**config.mk**
```make
export PLATFORM = sky130hd
export DESIGN_NAME = serial_add_ctrl
export DESIGN_NICKNAME = d
export VERILOG_FILES = /design/src/rtl/serial_add_ctrl.sv
export SDC_FILE = /design/constraint.sdc
export NUM_CORES = 1
export LEC_CHECK = 0
export CAP_MARGIN = 10
export CORE_UTILIZATION = 55
export DETAILED_ROUTE_END_ITERATION = 7
export GPL_ROUTABILITY_DRIVEN = 0
export PLACE_DENSITY = 0.81
export SYNTH_ARGS = -nofsm -noshare
export SYNTH_HDL_FRONTEND = slang
export SYNTH_SLANG_ARGS = --single-unit
export TNS_END_PERCENT = 100
```
**constraint.sdc**
```tcl
create_clock -name clk -period 2.7 [get_ports clk]
set_input_delay 0.54 -clock clk [delete_from_list [all_inputs] [get_ports clk]]
set_output_delay 0.54 -clock clk [all_outputs]
set_load 0.05 [all_outputs]
```
**src/rtl/serial_add_ctrl.sv**
```systemverilog
// -----------------------------------------------------------------------------
// serial_add_ctrl
//   Bit-serial adder/subtractor controller. A single full-adder cell is
//   time-shared across the operand width. It processes one bit per clock,
//   LSB first. Subtraction is done as A + ~B + 1: the carry is preloaded
//   with SUB and B is inverted bit by bit.
//
//   Modules in this file:
//     fa_bh           - one-bit behavioural full adder
//     serial_add_ctrl - IDLE/RUN/DONE sequencer plus the serial datapath
//
//   serial_add_ctrl ports:
//     clk    in   1      clock; all state updates on the rising edge
//     clr    in   1      asynchronous active-high reset
//     start  in   1      operation request; sampled only in IDLE
//     sub    in   1      0 = a+b, 1 = a-b; captured with start
//     a, b   in   WIDTH  operands; captured with start
//     sum    out  WIDTH  result of the last completed operation
//     cout   out  1      carry out of the MSB (for sub, 1 = no borrow)
//     ovf    out  1      two's-complement overflow of the last operation
//     busy   out  1      high while in RUN
//     done   out  1      one-cycle pulse; sum/cout/ovf are valid
//
//   State table:
//     state  | meaning
//     IDLE   | waiting for start; result registers hold their values
//     RUN    | one operand bit per clock through the shared full adder
//     DONE   | single-cycle result strobe, then back to IDLE
// -----------------------------------------------------------------------------

module fa_bh (
  input  logic a,
  input  logic b,
  input  logic ci,
  output logic s,
  output logic co
);

  assign s  = a ^ b ^ ci;
  assign co = (a & b) | (a & ci) | (b & ci);

endmodule

module serial_add_ctrl #(
  parameter int WIDTH = 8
) (
  input  logic             clk,
  input  logic             clr,
  input  logic             start,
  input  logic             sub,
  input  logic [WIDTH-1:0] a,
  input  logic [WIDTH-1:0] b,
  output logic [WIDTH-1:0] sum,
  output logic             cout,
  output logic             ovf,
  output logic             busy,
  output logic             done
);

  localparam int CW = $clog2(WIDTH);
  localparam logic [CW-1:0] LAST = CW'(WIDTH - 1);

  typedef enum logic [1:0] {
    S_IDLE = 2'd0,
    S_RUN  = 2'd1,
    S_DONE = 2'd2
  } state_t;

  state_t state, state_nx;

  logic [WIDTH-1:0] a_reg;
  logic [WIDTH-1:0] b_reg;
  // Holds the result bits produced so far. The final bit comes straight
  // from the adder at the last edge, so WIDTH-1 bits of storage are enough.
  logic [WIDTH-2:0] sum_sh;
  logic [WIDTH-2:0] sum_sh_nx;
  logic             carry_ff;
  logic             sub_lat;
  logic [CW-1:0]    cnt;

  logic [WIDTH-1:0] sum_q;
  logic             cout_q;
  logic             ovf_q;

  logic             fa_s;
  logic             fa_co;
  logic             capture;
  logic             step;
  logic             last_bit;
  logic             busy_c;
  logic             done_c;

  // The single shared arithmetic cell.
  fa_bh u_fa (
    .a  (a_reg[0]),
    .b  (b_reg[0] ^ sub_lat),
    .ci (carry_ff),
    .s  (fa_s),
    .co (fa_co)
  );

  assign capture  = (state == S_IDLE) && start;
  assign step     = (state == S_RUN);
  assign last_bit = step && (cnt == LAST);

  generate
    if (WIDTH == 2) begin : g_sh_narrow
      assign sum_sh_nx = fa_s;
    end else begin : g_sh_wide
      assign sum_sh_nx = {fa_s, sum_sh[WIDTH-2:1]};
    end
  endgenerate

  // ---------------------------------------------------------------------------
  // FSM: state register
  // ---------------------------------------------------------------------------
  always_ff @(posedge clk or posedge clr) begin
    if (clr) begin
      state <= S_IDLE;
    end else begin
      state <= state_nx;
    end
  end

  // ---------------------------------------------------------------------------
  // FSM: next-state logic
  // ---------------------------------------------------------------------------
  always_comb begin
    state_nx = state;
    case (state)
      S_IDLE: begin
        if (start) begin
          state_nx = S_RUN;
        end
      end
      S_RUN: begin
        if (cnt == LAST) begin
          state_nx = S_DONE;
        end
      end
      S_DONE: begin
        state_nx = S_IDLE;
      end
      default: begin
        state_nx = S_IDLE;
      end
    endcase
  end

  // ---------------------------------------------------------------------------
  // FSM: outputs
  // ---------------------------------------------------------------------------
  always_comb begin
    busy_c = 1'b0;
    done_c = 1'b0;
    case (state)
      S_RUN:   busy_c = 1'b1;
      S_DONE:  done_c = 1'b1;
      default: begin
        busy_c = 1'b0;
        done_c = 1'b0;
      end
    endcase
  end

  assign busy = busy_c;
  assign done = done_c;

  // ---------------------------------------------------------------------------
  // Serial datapath
  // ---------------------------------------------------------------------------
  always_ff @(posedge clk or posedge clr) begin
    if (clr) begin
      a_reg    <= '0;
      b_reg    <= '0;
      sum_sh   <= '0;
      carry_ff <= 1'b0;
      sub_lat  <= 1'b0;
      cnt      <= '0;
    end else if (capture) begin
      a_reg    <= a;
      b_reg    <= b;
      sub_lat  <= sub;
      // A carry-in of 1 supplies the +1 of the two's-complement negate.
      carry_ff <= sub;
      cnt      <= '0;
    end else if (step) begin
      a_reg    <= {1'b0, a_reg[WIDTH-1:1]};
      b_reg    <= {1'b0, b_reg[WIDTH-1:1]};
      sum_sh   <= sum_sh_nx;
      carry_ff <= fa_co;
      cnt      <= cnt + CW'(1);
    end
  end

  // Result registers only change at the final bit, so partial sums never
  // appear on the outputs. They hold their values through IDLE and RUN.
  always_ff @(posedge clk or posedge clr) begin
    if (clr) begin
      sum_q  <= '0;
      cout_q <= 1'b0;
      ovf_q  <= 1'b0;
    end else if (last_bit) begin
      sum_q  <= {fa_s, sum_sh};
      cout_q <= fa_co;
      // Signed overflow: the carry into the MSB differs from the carry out.
      ovf_q  <= carry_ff ^ fa_co;
    end
  end

  assign sum  = sum_q;
  assign cout = cout_q;
  assign ovf  = ovf_q;

endmodule

```
==> key figures <==
Global routing
  – First-pass GRT wire length: between 5 and 6 mm
  – Number of global-route vias before repair: between 1,000 and 1,500
  – Total gr overflow: 0
  – Global-route usage over all layers: 0.238
  – Pin count of the biggest net entering global routing: 41
  – Antenna violations before repair: 0

Status
  – Status: finished clean

Clock network
  – CTS tree: yes
  – Cts bufs inserted: 5
  – # resized after CTS: 0
  – Post-CTS Hold Fix Bufs: 0
  – Maximum clock path buffer count: 2
  – Sink Count: 40
  – Clk slew on worst S/H paths: between 0.1 and 0.15 ns
  – H-tree depth: 2
  – Worst skew pair latency: 0.35 ns
  – CTS Root Buffer Type: clkbuf_4
  – Post-CTS Setup Inserts: 0

Synthesis
  – Post-Syn Instances: about 160
  – Syn Nets: between 150 and 200
  – Syn_area_per_cell: around 11 um2
  – Sequential share of the synthesized area: 0.566
  – Synth cell types: 27
  – Synthesized area: 0.00177 mm2
  – Yosys reg bits: 40
  – Syn. warnings: 0

Power
  – Overall power: roughly 2.8 mW
  – P per Cell Area: 1260 mW/mm2
  – Peak VDD IR: 536 uV
  – P_leak: 0.935 nW

Placement
  – Pre-CTS setup slack: approximately 0.56 ns
  – Port bufs: 31
  – Inst Count DP: 222
  – DP HPWL: about 2.3 mm

STA
  – Fmax: between 400 and 500 MHz
  – Final hold violations: 0
  – Period utilisation layout: 0.806
  – Setup Total Neg Slack: 0 ns
  – Worst Tran Pin Value: slightly above 0.7 ns
  – Unrepaired setup endpoints after global routing: no
  – Pins Over Slew Limit: 0
  – Max transition margin: 0.528
  – Worst Skew: ~0.0058 ns
  – Tmin final: approximately 2.2 ns
  – # setup viols final: 0
  – Final worst slack: ~0.52 ns

Critical path
  – Max stage delay on crit path: between 0.7 and 0.8 ns
  – Critical-path maximum fanout: 24
  – Critical path startpoint category: flip-flop
  – WS Path Type: flip-flop to output port
  – Crit Reg-Reg Startpoint: state[0]
  – Worst Setup End Kind: output port
  – Crit path from: state[0]
  – R2r setup slk: 0.79 ns
  – Worst path cell trace: nor2b_1 -> buf_12
  – Worst reg-to-reg path cell count: 2
  – Critical Path End: busy
  – Slowest CP cell: dfrtp_1
  – Crit path DAT: approximately 1.6 ns
  – Reg2Reg Capture Point: sum[4]
  – CP required: around 2.2 ns

Run
  – Max Cap Viol: 0

Floorplanning
  – Row Count: 20
  – Starting Density: 0.579
  – Die H: about 59 um
  – Die X: 58.7 um
  – Placeable Area: between 0.003 and 0.004 mm2
  – I/O pin cnt: 32
  – Die ar.: around 0.0034 mm2

Final layout
  – FILL cells: 245
  – Nets@finish: between 200 and 250
  – Layout cells sized above 1: 0.151
  – Non-filler cells, final: between 200 and 250
  – Area grow syn2layout: 24.1%
  – N_diodes: 0

Drt
  – Final routed DRC violation total: 0
  – Drt via density: 5.48
  – Top Metal Used: met4
  – WL met3: between 90 and 100 um
  – Vias: approximately 1,300
  – M1 wire length: roughly 1.5 mm
  – Post-DRT Antenna Nets: 0
  – DR WL met2: between 1.5 and 2 mm
  – Number of iterations in the first detailed-routing pass: 4
  – DR WL/cell: roughly 14 um
  – Initial DRC Count: 44
  – Routed WL: between 3 and 4 mm

Hold path
  – Hold Path Origin: ovf
  – Worst Hold Class: flip-flop to flip-flop
==> worst max-delay path, delay by kind of cell (launching register included) <==
family        cells  cell delay (ns)
buf+inv           1             0.18
simple gates      1             0.33
flops             1             0.78
==> layout by cell type (no fill, tap or decap), types with 3 or more instances in the layout <==
master / instances
a21oi_1: 5
a22o_1: 3
buf_4: 4
clkbuf_4: 5
clkdlybuf4s50_1: 29
dfrtp_1: 40
inv_1: 7
mux2_2: 14
nand2_1: 5
nand2b_1: 3
nor2_1: 10
nor3_1: 16
nor3b_1: 12
o21ai_0: 7
==> kinds of logic (layout without fill, tap and decap cells) <==
family | Yosys count | after routing | share of synthesized area
and+or+nand+nor | 54 | 54 | 0.172
muxes | 14 | 14 | 0.0892
AOI/OAI and AO/OA | 24 | 24 | 0.0941
buffers and inverters | 18 | 49 | 0.0432
xor gates and xnor gates | 2 | 2 | 0.00991
DFF | 40 | 40 | 0.566
adders and majority gates | 3 | 3 | 0.0255
==> cells in the mapped netlist <==
| library cell | count | area share |
|---|---|---|
| xor2_1 | 1 | 0.0050 |
| o22a_1 | 2 | 0.0099 |
| nor2b_1 | 2 | 0.0071 |
| a22o_1 | 3 | 0.015 |
| inv_1 | 7 | 0.015 |
| nor4b_1 | 2 | 0.0099 |
| or2b_1 | 1 | 0.0042 |
| clkbuf_1 | 4 | 0.0085 |
| xnor2_1 | 1 | 0.0050 |
| a221oi_1 | 2 | 0.0099 |
| nor2_1 | 10 | 0.021 |
| dfrtp_1 | 40 | 0.57 |
| buf_2 | 7 | 0.020 |
| nor3b_1 | 12 | 0.051 |
| nand3b_1 | 2 | 0.0085 |
| nand2_1 | 5 | 0.011 |
| o21ba_2 | 1 | 0.0057 |
| o21ai_0 | 7 | 0.020 |
| a221o_1 | 2 | 0.011 |
| nor3_1 | 16 | 0.045 |
| a21oi_1 | 5 | 0.014 |
| mux2_2 | 14 | 0.089 |
| or2_0 | 1 | 0.0035 |
| nand2b_1 | 3 | 0.011 |
| ha_1 | 2 | 0.014 |
| fa_1 | 1 | 0.011 |
| a211oi_1 | 2 | 0.0085 |
==> worst min path at each step <==
stage / endpoint / cells after the start
after detailed placement: ovf / 2
after floorplan: cnt[0] / 1
after global placement: ovf / 2
after global routing: cnt[0] / 1
final: ovf / 2
after CTS: ovf / 2
==> through the flow <==
stage	area, um2	util	hold WS [ns]
floorplan	1770	-	0.446
global placement	2110	0.692	0.466
detailed placement	2110	0.692	0.477
CTS	2190	0.718	0.498
global route	2190	0.718	0.515
finish	2190	0.718	0.493
==> power by group <==
group / switching, mW / leakage (nW) / internal [mW]
Sequential: 0.211 / 0.472 / 0.888
Combinational: 0.690 / 0.422 / 0.574
Clock: 0.198 / 0.0412 / 0.193
==> cell type report <==
cell class,instances,area (um2),area share
flip-flops and latches,40,1000,0.456
clock inverters,3,42.5,0.0194
multi-input cells,97,691,0.315
clock buffers,5,37.5,0.0171
inverters,7,26.3,0.0120
well taps,44,55.1,0.0251
repair buffers,34,340,0.155
==> per-layer routing <==
layer	global-route usage	vias up
li1	-	601
met1	0.309	622
met2	0.388	30
met3	0.0418	8
met4	0.122	0
met5	0	-
Note: power is estimated with default switching activity, not from simulation.
